<file path="src/rtl/div_seq.sv">
// Iterative restoring divider for DIV/DIVU: one quotient bit per cycle, with
// the EX stage stalled until the HI (remainder) / LO (quotient) pair is ready.
module div_seq #(
    parameter int WIDTH = 32
) (
    input  logic             clk,
    input  logic             resetn,
    input  logic             start,
    input  logic             signed_div,
    input  logic [WIDTH-1:0] opa,
    input  logic [WIDTH-1:0] opb,
    input  logic             annul,
    output logic             stall,
    output logic             result_valid,
    output logic [WIDTH-1:0] hi,
    output logic [WIDTH-1:0] lo
);

    localparam int CNT_W = $clog2(WIDTH + 1);
    localparam logic [CNT_W-1:0] LAST = CNT_W'(WIDTH - 1);

    typedef enum logic [1:0] {IDLE, DIVZERO, BUSY, DONE} state_t;

    state_t           state, state_nxt;
    logic [CNT_W-1:0] cnt;
    logic [WIDTH-1:0] rem, quo, dvs;
    logic             q_neg, r_neg;

    logic             accept;
    logic [WIDTH:0]   rem_sh;
    logic [WIDTH:0]   diff;
    logic             no_borrow;
    logic [WIDTH-1:0] rem_new, quo_new;

    // Two's complement negate when neg is set; wraps modulo 2^WIDTH.
    function automatic logic [WIDTH-1:0] cond_neg(input logic [WIDTH-1:0] v, input logic neg);
        return neg ? (~v) + WIDTH'(1) : v;
    endfunction

    assign accept       = (state == IDLE) && start && !annul;
    assign result_valid = (state == DONE);
    assign stall        = start & ~result_valid & ~annul;

    // One restoring step: remainder carries an extra bit so the shift cannot overflow.
    assign rem_sh    = {rem, quo[WIDTH-1]};
    assign diff      = rem_sh - {1'b0, dvs};
    assign no_borrow = (rem_sh >= {1'b0, dvs});
    assign rem_new   = no_borrow ? diff[WIDTH-1:0] : rem_sh[WIDTH-1:0];
    assign quo_new   = {quo[WIDTH-2:0], no_borrow};

    always_ff @(posedge clk or negedge resetn) begin
        if (!resetn) begin
            state <= IDLE;
        end else begin
            state <= state_nxt;
        end
    end

    always_comb begin
        state_nxt = state;
        case (state)
            IDLE: begin
                if (start && !annul) begin
                    state_nxt = (opb == '0) ? DIVZERO : BUSY;
                end
            end
            DIVZERO: state_nxt = annul ? IDLE : DONE;
            BUSY: begin
                if (annul) begin
                    state_nxt = IDLE;
                end else if (cnt == LAST) begin
                    state_nxt = DONE;
                end
            end
            DONE: begin
                if (!start || annul) begin
                    state_nxt = IDLE;
                end
            end
            default: state_nxt = IDLE;
        endcase
    end

    always_ff @(posedge clk or negedge resetn) begin
        if (!resetn) begin
            cnt   <= '0;
            rem   <= '0;
            quo   <= '0;
            dvs   <= '0;
            q_neg <= 1'b0;
            r_neg <= 1'b0;
            hi    <= '0;
            lo    <= '0;
        end else begin
            if (accept && (opb != '0)) begin
                quo   <= cond_neg(opa, signed_div & opa[WIDTH-1]);
                dvs   <= cond_neg(opb, signed_div & opb[WIDTH-1]);
                rem   <= '0;
                cnt   <= '0;
                q_neg <= (opa[WIDTH-1] ^ opb[WIDTH-1]) & signed_div;
                r_neg <= opa[WIDTH-1] & signed_div;
            end
            if ((state == BUSY) && !annul) begin
                rem <= rem_new;
                quo <= quo_new;
                cnt <= cnt + CNT_W'(1);
                if (cnt == LAST) begin
                    lo <= cond_neg(quo_new, q_neg);
                    hi <= cond_neg(rem_new, r_neg);
                end
            end
            // Divide by zero is architecturally unpredictable; pin the result to 0.
            if ((state == DIVZERO) && !annul) begin
                hi <= '0;
                lo <= '0;
            end
        end
    end

endmodule

</file>
<file path="config.mk">
export PLATFORM = sky130hd
export DESIGN_NAME = div_seq
export DESIGN_NICKNAME = d
export VERILOG_FILES = /design/src/rtl/div_seq.sv
export SDC_FILE = /design/constraint.sdc
export NUM_CORES = 1
export LEC_CHECK = 0
export ABC_AREA = 1
export BUFFER_PORTS_ARGS = -buffer_cell sky130_fd_sc_hd__buf_2
export CORE_MARGIN = 1
export CORE_UTILIZATION = 35
export CTS_BUF_LIST = sky130_fd_sc_hd__clkbuf_8
export CTS_CLUSTER_DIAMETER = 30
export DETAILED_ROUTE_END_ITERATION = 6
export HOLD_SLACK_MARGIN = 0.15
export PLACE_DENSITY_LB_ADDON = 0.12
export SYNTH_ARGS = -nofsm -noshare
export SYNTH_HDL_FRONTEND = slang
export SYNTH_SLANG_ARGS = --single-unit
export TNS_END_PERCENT = 1
</file>
<file path="constraint.sdc">
create_clock -name clk -period 5.3 [get_ports clk]
set_input_delay 1.06 -clock clk [delete_from_list [all_inputs] [get_ports clk]]
set_output_delay 1.06 -clock clk [all_outputs]
set_load 0.02 [all_outputs]
</file>
* Word level (Yosys, flattened, before mapping)
Index checks and enable logic that the tools add are counted.
** Cells by class
- Equal/unequal tests :: 7
- Add/sub/neg operators :: 6
- Bitwise operators :: 12
- Magnitude comparators :: 1
- Reductions and logical operators :: 17
- Multiplexer cells :: 24
** Operators by type and width (count)
- 2-to-1 mux 32 bit :: 15
- adder 32 x 1 -> 32 bit, second input constant :: 4
- NOT 32 bit :: 4
- greater-or-equal comparator 33 x 32 -> 1 bit :: 1
- logical NOT 32 bit :: 1
- nonzero test 32 bit :: 1
- subtractor 32 bit :: 1
- 2-to-1 mux 2 bit :: 6
- 2-to-1 mux 6 bit :: 2
- one-hot mux 2 bit (4 select lines) :: 1
- adder 6 x 1 -> 6 bit, second input constant :: 1
- equality test 6 x 5 -> 1 bit, second input constant :: 1
- logical AND 1 bit :: 6
- nonzero test 2 bit :: 3
- bitwise AND 1 bit :: 5
- equality test 2 bit, second input constant :: 2
- != test 2 x 1 -> 1 bit, second input constant :: 2
- != test 3 bit, second input constant :: 1
- AND reduction 3 bit :: 1
- equality test 2 x 1 -> 1 bit, second input constant :: 1
- logical NOT 1 bit :: 2
- logical NOT 2 bit :: 1
- NOT 1 bit :: 2
- AND reduction 2 bit :: 1
- 2 further kinds :: 2
** Word-level totals
- Output and inout bits :: 66
- Bits in registers :: 170

* Logic depth before layout (Yosys ltp)
Gate-level depths: netlist of run 1.
- Word-level depth :: 8
- Mapped depth :: 26
- Mapped depth without buffers :: 26

* Worst setup path before layout of run 1
No wires, ideal clock.
- Path kind :: flip-flop to flip-flop
- From :: register rem[23]
- To :: register lo[30]
- Path buffers :: 1
- Clock period less this slack :: 3.672 ns
- Stages on the path, launching flop included :: 23
- Setup slack :: 1.628 ns
- Setup time :: 0.122 ns
- Data arrival time :: 3.551 ns
- Cells stage by stage :: dfrtp_1 -> ha_1 -> nand2_2 -> inv_2 -> a21oi_2 -> nand2_1 -> nand2_1 -> nand2_1 -> nor2_4 -> nand2_8 -> inv_4 -> buf_6 -> ha_1 -> inv_1 -> nor3_1 -> nand3_1 -> nor2_1 -> a21oi_1 -> nor2_1 -> o211ai_1 -> or2_2 -> or2_2 -> a32o_1
** Between the ends
- Longest elaborated chain between the ends :: 7
** Ends and longest elaborated chain
- start, declared :: line 26 : logic [WIDTH-1:0] rem, quo, dvs;
- start signal, assigned :: line 104 : rem <= rem_new;
- greater-or-equal comparator 33 x 32 -> 1 bit :: line 47 : assign no_borrow = (rem_sh >= {1'b0, dvs});
- NOT 32 bit :: line 37 : return neg ? (~v) + WIDTH'(1) : v;
- adder 32 x 1 -> 32 bit :: line 37
- 2-to-1 mux 32 bit :: line 37
- 2-to-1 mux 32 bit :: line 107 : if (cnt == LAST) begin
- 2-to-1 mux 32 bit :: line 103 : if ((state == BUSY) && !annul) begin
- 2-to-1 mux 32 bit :: line 113 : if ((state == DIVZERO) && !annul) begin
- end signal, assigned :: line 108 : lo <= cond_neg(quo_new, q_neg);
- end, declared :: line 16 : output logic [WIDTH-1:0] lo
Every way passes these cells. The select of a mux whose other input is x is not followed.
A chain may end at the register's enable or synchronous reset.

* Worst setup path in the final report of run 1
- From :: register rem[27]
- To :: register lo[30]
The elaborated chain is that of the path after synthesis.

==> results of run 1 <==
[worst max path at each step]
stage / startpoint / to / slack (ns)
after CTS: rem[25] / lo[30] / 0.91
after global routing: rem[25] / lo[30] / 0.51
after global placement: rem[12] / lo[30] / 1.04
after floorplan: rem[23] / lo[30] / 1.63
after detailed placement: rem[25] / lo[30] / 0.94
final: rem[27] / lo[30] / 0.87
[stage by stage]
step	worst slack (ns)	instances	total power [mW]
4_1_cts	0.912	2470	9.96
6_report	0.866	2470	9.91
5_1_grt	0.508	2470	10.9
3_5_place_dp	0.940	2438	8.94
2_1_floorplan	1.63	1885	7.02
3_3_place_gp	1.04	2438	8.94
[cells in the final DEF, fill, tap and decap left out, types with 19 or more instances in the layout]
cell / n
sky130_fd_sc_hd__inv_1: 227
sky130_fd_sc_hd__xor2_1: 49
sky130_fd_sc_hd__dfrtp_1: 170
sky130_fd_sc_hd__ha_1: 42
sky130_fd_sc_hd__xnor2_1: 19
sky130_fd_sc_hd__nand2_1: 583
sky130_fd_sc_hd__nor2_1: 155
sky130_fd_sc_hd__inv_2: 23
sky130_fd_sc_hd__nor3_1: 25
sky130_fd_sc_hd__clkbuf_8: 20
sky130_fd_sc_hd__buf_2: 133
sky130_fd_sc_hd__a21oi_1: 59
sky130_fd_sc_hd__nand2_2: 33
sky130_fd_sc_hd__nand3_1: 135
sky130_fd_sc_hd__o21ai_0: 117
[layout make-up]
class | count | area [um^2]
Tap cell | 461 | 577
Clock inverter | 12 | 126
Sequential cell | 170 | 4250
Timing Repair Buffer | 146 | 779
Fill cell | 3958 | 21400
Clock buffer | 20 | 275
Inverter | 250 | 941
Multi-Input combinational cell | 1411 | 7350
[where the power goes]
group	switching, mW	internal (mW)	total [mW]
Combinational	4.93	2.06	6.99
Sequential	0.286	1.64	1.93
Clock	0.539	0.455	0.994
[routing by layer]
layer	track usage	vias to the layer above	part of all wire
li1	-	6301	-
met1	0.328	5767	0.46
met2	0.405	286	0.46
met3	0.0442	43	0.047
met4	0.0721	0	0.025
met5	0	-	0
[cell families (layout without fill, tap and decap cells)]
group / after synthesis / after routing / synth area share
DFF: 170 / 170 / 0.333
xor gates and xnor gates: 68 / 68 / 0.0466
adders and majority gates: 43 / 43 / 0.0427
buffers and inverters: 304 / 428 / 0.0932
and+or+nand+nor: 1023 / 1023 / 0.355
AOI/OAI and AO/OA: 277 / 277 / 0.130
[registers in the layout, summed over array words and instances (netlist names)]
| register | cells |
|---|---|
| q_neg | 1 |
| hi | 32 |
| lo | 32 |
| cnt | 6 |
| state | 2 |
| dvs | 32 |
| r_neg | 1 |
| rem | 32 |
| quo | 32 |
[worst register-to-register path, stage by stage, from the launching register on]
cell	delay, ns
sky130_fd_sc_hd__dfrtp_1	0.39
sky130_fd_sc_hd__ha_1	0.36
sky130_fd_sc_hd__a21oi_1	0.22
sky130_fd_sc_hd__nand2_1	0.12
sky130_fd_sc_hd__a21oi_1	0.19
sky130_fd_sc_hd__nand2_1	0.13
sky130_fd_sc_hd__nor2_4	0.40
sky130_fd_sc_hd__nand2_8	0.09
sky130_fd_sc_hd__inv_4	0.18
sky130_fd_sc_hd__ha_1	0.19
sky130_fd_sc_hd__inv_1	0.05
sky130_fd_sc_hd__nor3_1	0.18
sky130_fd_sc_hd__nand3_1	0.16
sky130_fd_sc_hd__nor2_1	0.32
sky130_fd_sc_hd__a21oi_1	0.17
sky130_fd_sc_hd__nor2_1	0.22
sky130_fd_sc_hd__o211ai_1	0.16
sky130_fd_sc_hd__or2_2	0.31
sky130_fd_sc_hd__or2_2	0.27
sky130_fd_sc_hd__a32o_1	0.21
==> results_tabular.tex, run 1 <==
\begin{tabular}{lr}
\hline
Metric & Value \\
\hline
\multicolumn{2}{l}{\textbf{Detailed routing}} \\
1st-iter DRT viols & 870 \\
Antenna Nets Post-Route & 0 \\
Total via count in the routed design & 12,400 \\
Drt first pass iters & 7 \\
Final WL & 44,200 um \\
Number of DRC violations after detailed routing & 3 \\
Vias per cell & 5.02 \\
Routed wire per std cell & 17.9 um \\
\multicolumn{2}{l}{\textbf{Worst setup path}} \\
Kind of cell with the highest combined delay on the critical path & simple AND/OR/NAND/NOR gates \\
Required @ worst endpoint & 5.69 ns \\
Delay of the slowest critical-path stage & 0.40 ns \\
Setup Crit Path Kind & register to register \\
Depth of the worst register-to-register path & 19 \\
R2r endpoint & lo[30] \\
Top cell by count, worst path & sky130\_fd\_sc\_hd\_\_a21oi\_1 \\
Crit path capture type & register \\
Maximum fanout along the worst path & 16 \\
Cell-by-cell listing of the critical path & ha\_1, a21oi\_1, nand2\_1, a21oi\_1, nand2\_1, nor2\_4, nand2\_8, inv\_4, ha\_1, inv\_1, nor3\_1, nand3\_1, nor2\_1, a21oi\_1, nor2\_1, o211ai\_1, or2\_2, or2\_2, a32o\_1 \\
Cell depth of the worst setup path & 19 \\
Crit path max-delay cell type & sky130\_fd\_sc\_hd\_\_nor2\_4 \\
Count of buffer and inverter cells on the critical path & 2 \\
Data arrival, critical path & 4.82 ns \\
Element type at the critical path start & register \\
R2r setup slk & 0.87 ns \\
Reg2reg start & rem[27] \\
\multicolumn{2}{l}{\textbf{Placement}} \\
Number of port buffers & 134 \\
Detail Placement HPWL & 35,300 um \\
Last weighted congestion value of the routability-driven placer & 0.968 \\
Placed inst area & 13,900 um\^{}2 \\
\multicolumn{2}{l}{\textbf{Yosys}} \\
Cell with the most instances after synthesis & sky130\_fd\_sc\_hd\_\_nand2\_1 \\
Synth warnings & 0 \\
Synthesized instance count & 1,885 \\
Cell taking the most area after synthesis & sky130\_fd\_sc\_hd\_\_dfrtp\_1 \\
Most used flip-flop cell after synthesis & sky130\_fd\_sc\_hd\_\_dfrtp\_1 \\
Post-synthesis sequential element count & 170 \\
Avg Synthesized Cell Area & 6.78 um\^{}2 \\
Most instantiated cells after synthesis & 584 x sky130\_fd\_sc\_hd\_\_nand2\_1, 223 x sky130\_fd\_sc\_hd\_\_inv\_1, 170 x sky130\_fd\_sc\_hd\_\_dfrtp\_1, 156 x sky130\_fd\_sc\_hd\_\_nor2\_1, 135 x sky130\_fd\_sc\_hd\_\_nand3\_1 \\
Synthesized net count & 1,997 \\
Count of flip-flops with a built-in enable after synthesis & 0 \\
Area share of the largest cell type after synthesis & 0.333 \\
Synth unique cells & 53 \\
Share of flip-flops with an asynchronous set or reset & 1.00 \\
Proportion of synthesized chip area in sequential cells & 0.333 \\
Netlist Area Pre-Place & 12,800 um\^{}2 \\
Cell types occupying the most area after synthesis & sky130\_fd\_sc\_hd\_\_dfrtp\_1 33\%, sky130\_fd\_sc\_hd\_\_nand2\_1 17\%, sky130\_fd\_sc\_hd\_\_inv\_1 6.6\% \\
\multicolumn{2}{l}{\textbf{CTS}} \\
CTS tree & built \\
Post\_cts resized & 0 \\
Clock root buffer & sky130\_fd\_sc\_hd\_\_clkbuf\_8 \\
CTS Hold Bufs & 0 \\
Number of buffers inserted during clock tree synthesis & 17 \\
Setup bufs post-CTS & 0 \\
Clock Path Buffers & 2 \\
Clk sinks & 170 \\
Clock latency on the worst-skew pair & 0.50 ns \\
Clk slew on worst S/H paths & 0.10 ns \\
H-tree levels & 4 \\
\multicolumn{2}{l}{\textbf{Power and ir drop}} \\
PwrDens & 693 nW/um\^{}2 \\
Worst voltage drop across the vdd grid & 352 uV \\
Leakage power total & 7.43 nW \\
\multicolumn{2}{l}{\textbf{Finish}} \\
Share of cells above drive strength 1 & 0.145 \\
Finished Core Util & 0.400 \\
Final Net Count & 2,108 \\
Final cell area excluding filler cells & 14,300 um\^{}2 \\
ANT cells & 0 \\
Layout-stage area growth over the synthesis result & 12.0\% \\
\multicolumn{2}{l}{\textbf{Global routing}} \\
First-pass GRT wire length & 68,900 um \\
Vias in the first global route & 12,000 \\
Maximum number of pins on one net before global-route repair & 107 \\
Total GRT Usage & 0.246 \\
Number of antenna violations at the first check in global routing & 0 \\
Congestion Overflow GR & 0 \\
\multicolumn{2}{l}{\textbf{Flow run}} \\
Number of maximum-capacitance violations & 0 \\
\multicolumn{2}{l}{\textbf{Timing}} \\
Total negative slack for setup checks & 0 ns \\
Max Clk Rate & 226 MHz \\
Tightest Pin Transition & 0.793 ns \\
Worst rel slew slack & 0.470 \\
Final Hold Slack & 0.480 ns \\
Portion of the clock cycle consumed by the worst path in the final layout & 0.837 \\
Final setup violation count & 0 \\
Final hold violation count & 0 \\
RSZ-0062 raised after global routing & false \\
Final critical-path required period & 4.43 ns \\
Maximum clock skew at final layout & 0.0203 ns \\
Max-slew violations & 0 \\
\multicolumn{2}{l}{\textbf{Floorplanning}} \\
Effective utilization at floorplan & 0.357 \\
Placement Rows & 69 \\
Core Area & 35,700 um\^{}2 \\
Chip height & 193 um \\
Number of top-level design ports & 135 \\
Die width & 193 um \\
Die Area & 37,300 um\^{}2 \\
\multicolumn{2}{l}{\textbf{Min path}} \\
Hold Crit Depth & 2 \\
Class of the tightest hold or removal check & register to register \\
WHS Endpoint & hi[31] \\
Launch instance of the worst min-delay path & hi[31] \\
\multicolumn{2}{l}{\textbf{Run status}} \\
Result of the run & complete, but fails checks \\
Violated checks & design-rule violations \\
\hline
\end{tabular}
No activity file was read; power rests on OpenSTA's default activity.
==> inputs of run 2 (changes only) <==
- clock period: 5.3 -> 3.7 ns (I/O delays scaled with it)
==> results_tabular.tex, run 2 (synthesis results as in run 1) <==
\begin{tabular}{lr}
\hline
Metric & Value \\
\hline
\multicolumn{2}{l}{\textbf{Worst setup path}} \\
Data arrival, critical path & 4.02 ns \\
Reg2reg start & rem[27] \\
R2r endpoint & lo[26] \\
Depth of the worst register-to-register path & 22 \\
Delay of the slowest critical-path stage & 0.41 ns \\
Element type at the critical path start & register \\
Crit path max-delay cell type & sky130\_fd\_sc\_hd\_\_dfrtp\_1 \\
Setup Crit Path Kind & register to register \\
R2r setup slk & 0.09 ns \\
Maximum fanout along the worst path & 4 \\
Crit path capture type & register \\
Required @ worst endpoint & 4.11 ns \\
Cell-by-cell listing of the critical path & ha\_1, nand2\_2, inv\_2, nand2\_1, nand2\_1, a21oi\_2, nand2\_2, nor2\_4, nand2\_8, inv\_4, ha\_1, inv\_1, nor3\_2, nand3\_2, nor2\_4, a21oi\_2, nor2\_2, o211ai\_1, buf\_4, buf\_4, or2\_2, a32o\_1 \\
\multicolumn{2}{l}{\textbf{Global routing}} \\
Grt met2 use & 0.416 \\
Met1 demand-to-capacity share in global routing & 0.329 \\
Total GRT Usage & 0.251 \\
Congestion Overflow GR & 0 \\
First-pass GRT wire length & 70,700 um \\
Busiest metal layer after global routing & met2 \\
Vias in the first global route & 12,700 \\
Number of antenna violations at the first check in global routing & 0 \\
GR met3 Demand/Resource & 0.0375 \\
Maximum number of pins on one net before global-route repair & 73 \\
\multicolumn{2}{l}{\textbf{Timing}} \\
Portion of the clock cycle consumed by the worst path in the final layout & 0.977 \\
Tightest Pin Transition & 0.785 ns \\
Final hold violation count & 0 \\
Final setup violation count & 0 \\
Max-slew violations & 0 \\
RSZ-0062 raised after global routing & true \\
Final critical-path required period & 3.61 ns \\
Maximum clock skew at final layout & 0.0274 ns \\
Crit path setup slack, layout & 0.0864 ns \\
Worst rel slew slack & 0.477 \\
Max Clk Rate & 277 MHz \\
\multicolumn{2}{l}{\textbf{Finish}} \\
Commonest non-fill, non-tap cells in the layout & 582 x sky130\_fd\_sc\_hd\_\_nand2\_1, 223 x sky130\_fd\_sc\_hd\_\_inv\_1, 170 x sky130\_fd\_sc\_hd\_\_dfrtp\_1 \\
Final cell area excluding filler cells & 15,600 um\^{}2 \\
Final Net Count & 2,244 \\
Layout-stage area growth over the synthesis result & 22.3\% \\
Share of cells above drive strength 1 & 0.212 \\
Leading cell type in the layout, fill and taps excluded & sky130\_fd\_sc\_hd\_\_nand2\_1 \\
ANT cells & 0 \\
Filler instances & 3,792 \\
\multicolumn{2}{l}{\textbf{CTS}} \\
CTS tree & built \\
H-tree levels & 4 \\
Number of buffers inserted during clock tree synthesis & 17 \\
Clock latency on the worst-skew pair & 0.51 ns \\
Clock Path Buffers & 2 \\
Clk slew on worst S/H paths & 0.11 ns \\
Clk sinks & 170 \\
Clock root buffer & sky130\_fd\_sc\_hd\_\_clkbuf\_8 \\
\multicolumn{2}{l}{\textbf{Placement}} \\
Last weighted congestion value of the routability-driven placer & 0.952 \\
Detail Placement HPWL & 35,600 um \\
Post-Place Setup Slack & -0.449 ns \\
Number of port buffers & 134 \\
Placed inst area & 14,900 um\^{}2 \\
\multicolumn{2}{l}{\textbf{Floorplanning}} \\
Core Area & 35,700 um\^{}2 \\
Chip height & 193 um \\
Effective utilization at floorplan & 0.357 \\
Die Area & 37,300 um\^{}2 \\
Placement Rows & 69 \\
Number of top-level design ports & 135 \\
Die width & 193 um \\
\multicolumn{2}{l}{\textbf{Power and ir drop}} \\
NetSw & 8.90 mW \\
Switching fraction of total power & 0.542 \\
Worst voltage drop across the vdd grid & 434 uV \\
PwrDens & 1050 nW/um\^{}2 \\
Cell internal power dissipation & 7.52 mW \\
Clock share of power & 0.091 \\
Combinational share of power & 0.739 \\
Fraction of power consumed by sequential logic & 0.170 \\
Tot Pwr & 16.4 mW \\
Leakage power total & 8.13 nW \\
\multicolumn{2}{l}{\textbf{Detailed routing}} \\
Routed wire per std cell & 17.5 um \\
Vias per cell & 4.97 \\
1st-iter DRT viols & 810 \\
Antenna Nets Post-Route & 0 \\
Number of DRC violations after detailed routing & 6 \\
Total via count in the routed design & 12,900 \\
Drt first pass iters & 7 \\
Final WL & 45,600 um \\
\multicolumn{2}{l}{\textbf{Flow run}} \\
Number of maximum-capacitance violations & 0 \\
\multicolumn{2}{l}{\textbf{Run status}} \\
Result of the run & complete, but fails checks \\
Violated checks & design-rule violations \\
\multicolumn{2}{l}{\textbf{Min path}} \\
Class of the tightest hold or removal check & primary input to asynchronous set/reset pin \\
\hline
\end{tabular}
-- run 2: changes by cell type in the layout (fill, tap and decap cells not counted), moves of 3 or more --
cell and delta:
sky130_fd_sc_hd__buf_4 +130, sky130_fd_sc_hd__ha_1 -12, sky130_fd_sc_hd__ha_4 +11, sky130_fd_sc_hd__a21oi_1 -4, sky130_fd_sc_hd__a21oi_2 +4, sky130_fd_sc_hd__inv_1 -4
sky130_fd_sc_hd__clkbuf_8 -3, sky130_fd_sc_hd__clkinv_2 +3, sky130_fd_sc_hd__clkinv_4 -3
-- run 2: layout make-up --
class	count	area [um^2]	share of cell area
clock buffers	17	234	0.0150
inverters	250	941	0.0602
repair buffers	282	1880	0.121
flip-flops and latches	170	4250	0.272
clock inverters	15	190	0.0122
well taps	461	577	0.0369
multi-input cells	1411	7540	0.483
-- run 2: per-stage QoR --
| step | hold WS, ns | TNS, ns | instances | util |
|---|---|---|---|---|
| 4_1_cts | 0.264 | -0.0182 | 2600 | 0.429 |
| 3_3_place_gp | 0.460 | -5.07 | 2568 | 0.417 |
| 3_5_place_dp | 0.462 | -5.58 | 2568 | 0.417 |
| 2_1_floorplan | 0.444 | 0 | 1885 | - |
| 5_1_grt | 0.295 | -0.495 | 2606 | 0.437 |
| 6_report | 0.275 | 0 | 2606 | 0.437 |
-- run 2: metal layers --
layer / part of all wire / up-vias
met2: 0.47 / 300
met3: 0.039 / 54
met5: 0 / -
met1: 0.46 / 6011
li1: - / 6580
met4: 0.030 / 0
-- run 2: timing repair --
item	in CTS	in global routing
setup buffers	0	4
setup endpoints to repair	27	29
gates resized for setup	5	30
pin swaps	0	10
gates cloned	0	2
hold buffers	0	0
-- run 2: worst max path at each step --
stage / cells after the start / start / end / slack [ns]
final: 22 / rem[27] / lo[26] / 0.09
after global routing: 24 / rem[19] / lo[26] / -0.13
after CTS: 21 / rem[24] / hi[20] / -0.02
after detailed placement: 16 / opb[1] / dvs[28] / -0.45
after global placement: 16 / opb[0] / dvs[28] / -0.33
after floorplan: 22 / rem[23] / lo[30] / 0.03
-- run 2: power groups by stage --
stage / logic, mW / clock network, mW / registers (mW)
2_1_floorplan: 7.40 / 0 / 2.66
3_3_place_gp: 11.5 / 0 / 2.79
3_5_place_dp: 11.6 / 0 / 2.79
4_1_cts: 11.7 / 1.54 / 2.76
5_1_grt: 13.4 / 1.60 / 2.85
6_report: 12.1 / 1.50 / 2.79
-- run 2: critical path, delay by kind of cell (launching register included) --
family / cells / cell delay, ns
AOI/OAI and AO/OA: 4 / 0.58
adders and majority gates: 2 / 0.52
buffers and inverters: 5 / 0.47
DFF: 1 / 0.41
and+or+nand+nor: 11 / 1.54
==> inputs of run 3 (changes only) <==
--- a/config.mk
+++ b/config.mk
@@ -13,2 +13,3 @@
 export CTS_CLUSTER_DIAMETER = 30
+export CTS_CLUSTER_SIZE = 12
 export DETAILED_ROUTE_END_ITERATION = 6
==> constraint.sdc (replaced) <==
create_clock -name clk -period 3.7 [get_ports clk]
set_input_delay 0.555 -clock clk [delete_from_list [all_inputs] [get_ports clk]]
set_output_delay 0.555 -clock clk [all_outputs]
set_load 0.02 [all_outputs]
==> results_tabular.tex, run 3 (synthesis results as in run 1) <==
\begin{tabular}{lr}
\hline
Metric & Value \\
\hline
\multicolumn{2}{l}{\textbf{Power and ir drop}} \\
Clock share of power & 0.081 \\
Cell internal power dissipation & 7.41 mW \\
Worst voltage drop across the vdd grid & 419 uV \\
NetSw & 8.97 mW \\
PwrDens & 1040 nW/um\^{}2 \\
Switching fraction of total power & 0.548 \\
Leakage power total & 8.08 nW \\
Tot Pwr & 16.4 mW \\
Combinational share of power & 0.748 \\
Fraction of power consumed by sequential logic & 0.172 \\
\multicolumn{2}{l}{\textbf{Timing}} \\
Tightest Pin Transition & 0.805 ns \\
Final setup violation count & 0 \\
Max-slew violations & 0 \\
Total negative slack for setup checks & 0 ns \\
Max Clk Rate & 281 MHz \\
Maximum clock skew at final layout & 0.0160 ns \\
RSZ-0062 raised after global routing & true \\
Worst rel slew slack & 0.462 \\
Portion of the clock cycle consumed by the worst path in the final layout & 0.961 \\
Final hold violation count & 0 \\
Final critical-path required period & 3.56 ns \\
\multicolumn{2}{l}{\textbf{Worst setup path}} \\
Capturing instance or port of the critical path & lo[30] \\
Data arrival, critical path & 3.95 ns \\
Setup Crit Path Kind & register to register \\
R2r endpoint & lo[30] \\
Maximum fanout along the worst path & 4 \\
Crit path from & rem[23] \\
R2r setup slk & 0.14 ns \\
Required @ worst endpoint & 4.09 ns \\
Reg2reg start & rem[23] \\
Element type at the critical path start & register \\
Depth of the worst register-to-register path & 21 \\
Crit path capture type & register \\
\multicolumn{2}{l}{\textbf{Finish}} \\
Post-route non-filler standard cell count & 2,607 \\
Filler instances & 3,802 \\
Commonest non-fill, non-tap cells in the layout & 568 x sky130\_fd\_sc\_hd\_\_nand2\_1, 213 x sky130\_fd\_sc\_hd\_\_inv\_1, 169 x sky130\_fd\_sc\_hd\_\_dfrtp\_1 \\
Leading cell type in the layout, fill and taps excluded & sky130\_fd\_sc\_hd\_\_nand2\_1 \\
Final Net Count & 2,245 \\
ANT cells & 0 \\
Share of cells above drive strength 1 & 0.228 \\
Layout-stage area growth over the synthesis result & 22.7\% \\
\multicolumn{2}{l}{\textbf{Detailed routing}} \\
Routed wire per std cell & 17.7 um \\
Total via count in the routed design & 13,100 \\
Met3 wirelength from detailed routing & 1910 um \\
Length of routed wiring on met1 & 20,900 um \\
Highest layer used for signal routing & met4 \\
Met2 wire len & 21,700 um \\
Antenna Nets Post-Route & 0 \\
1st-iter DRT viols & 767 \\
Final WL & 46,100 um \\
Number of DRC violations after detailed routing & 6 \\
Vias per cell & 5.03 \\
Drt first pass iters & 7 \\
\multicolumn{2}{l}{\textbf{Min path}} \\
Class of the tightest hold or removal check & primary input to register \\
\multicolumn{2}{l}{\textbf{Global routing}} \\
Congestion Overflow GR & 0 \\
Number of antenna violations at the first check in global routing & 0 \\
Vias in the first global route & 12,900 \\
Total GRT Usage & 0.254 \\
Maximum number of pins on one net before global-route repair & 66 \\
First-pass GRT wire length & 71,800 um \\
\multicolumn{2}{l}{\textbf{Run status}} \\
Result of the run & complete, but fails checks \\
Violated checks & design-rule violations \\
\multicolumn{2}{l}{\textbf{Placement}} \\
Post-Place Cells & 2,568 \\
Detail Placement HPWL & 36,300 um \\
Last weighted congestion value of the routability-driven placer & 0.935 \\
Number of port buffers & 134 \\
\multicolumn{2}{l}{\textbf{Flow run}} \\
Number of maximum-capacitance violations & 0 \\
\multicolumn{2}{l}{\textbf{Floorplanning}} \\
Effective utilization at floorplan & 0.357 \\
Placement Rows & 69 \\
Die Area & 37,300 um\^{}2 \\
Number of top-level design ports & 135 \\
Core Area & 35,700 um\^{}2 \\
Die width & 193 um \\
Chip height & 193 um \\
\multicolumn{2}{l}{\textbf{CTS}} \\
Clk slew on worst S/H paths & 0.11 ns \\
Clock root buffer & sky130\_fd\_sc\_hd\_\_clkbuf\_8 \\
H-tree levels & 4 \\
Clock latency on the worst-skew pair & 0.51 ns \\
CTS tree & built \\
Number of buffers inserted during clock tree synthesis & 17 \\
Clk sinks & 170 \\
Clock Path Buffers & 2 \\
\hline
\end{tabular}
## run 3: how the worst min path moves through the flow
stage                      start  endpoint  slack (ns)  cells after the start
after global routing      opa[0]    quo[0]        0.32                      3
after detailed placement  hi[26]    hi[26]        0.46                      2
final                     opa[0]    quo[0]        0.33                      3
after global placement    hi[26]    hi[26]        0.46                      2
after floorplan           resetn    cnt[0]        0.26                      0
after CTS                 opa[0]    quo[0]        0.31                      3
## run 3: layer usage
layer | vias to the layer above | global-route usage
met5 | - | 0
met4 | 0 | 0.0934
met3 | 66 | 0.0380
met2 | 308 | 0.428
met1 | 6157 | 0.328
li1 | 6582 | -
## run 3: layout make-up
class	instances	area, um^2	share of cell area
clock inverter	14	111	0.00710
inverter	250	941	0.0600
clock buffer	18	248	0.0158
multi-input combinational	1411	7680	0.490
timing repair buffer	283	1860	0.119
sequential	170	4260	0.271
tap	461	577	0.0368
## run 3: worst max-delay path, cell delays in order, from the launching register on
cell	delay, ns
sky130_fd_sc_hd__dfrtp_1	0.45
sky130_fd_sc_hd__ha_4	0.28
sky130_fd_sc_hd__nand2_2	0.10
sky130_fd_sc_hd__inv_2	0.06
sky130_fd_sc_hd__a21oi_4	0.16
sky130_fd_sc_hd__nand2_2	0.08
sky130_fd_sc_hd__nand2_1	0.07
sky130_fd_sc_hd__nand2_2	0.07
sky130_fd_sc_hd__nor2_4	0.20
sky130_fd_sc_hd__nand2_8	0.10
sky130_fd_sc_hd__inv_4	0.08
sky130_fd_sc_hd__ha_1	0.14
sky130_fd_sc_hd__inv_1	0.06
sky130_fd_sc_hd__nor3_2	0.20
sky130_fd_sc_hd__nand3_2	0.14
sky130_fd_sc_hd__nor2_4	0.16
sky130_fd_sc_hd__a21oi_2	0.09
sky130_fd_sc_hd__nor2_2	0.14
sky130_fd_sc_hd__o211ai_1	0.12
sky130_fd_sc_hd__or2_4	0.25
sky130_fd_sc_hd__or2_2	0.27
sky130_fd_sc_hd__a32o_1	0.22
## run 3: timing repair
action,CTS,global route
endpoints found under the setup margin,26,16
endpoints found under the hold margin,60,0
hold buffers,1,0
gates cloned,0,1
pin swaps,0,10
buffers inserted,0,5
resized for setup,5,69
## run 3: through the flow
step / hold slack [ns] / instance area [um^2] / setup WS (ns) / utilization
2_1_floorplan: 0.259 / 12800 / 0.0276 / -
3_3_place_gp: 0.460 / 14900 / -0.329 / 0.417
3_5_place_dp: 0.460 / 14900 / -0.354 / 0.417
4_1_cts: 0.305 / 15300 / 0.0292 / 0.427
5_1_grt: 0.316 / 15700 / -0.0713 / 0.439
6_report: 0.332 / 15700 / 0.143 / 0.439
## run 3: power groups by stage
| stage | clock, mW | sequential (mW) | combinational [mW] |
|---|---|---|---|
| finish | 1.32 | 2.81 | 12.2 |
| global route | 1.42 | 2.87 | 13.6 |
| detailed placement | 0 | 2.79 | 11.6 |
| floorplan | 0 | 2.66 | 7.40 |
| global placement | 0 | 2.79 | 11.6 |
| CTS | 1.35 | 2.76 | 11.7 |
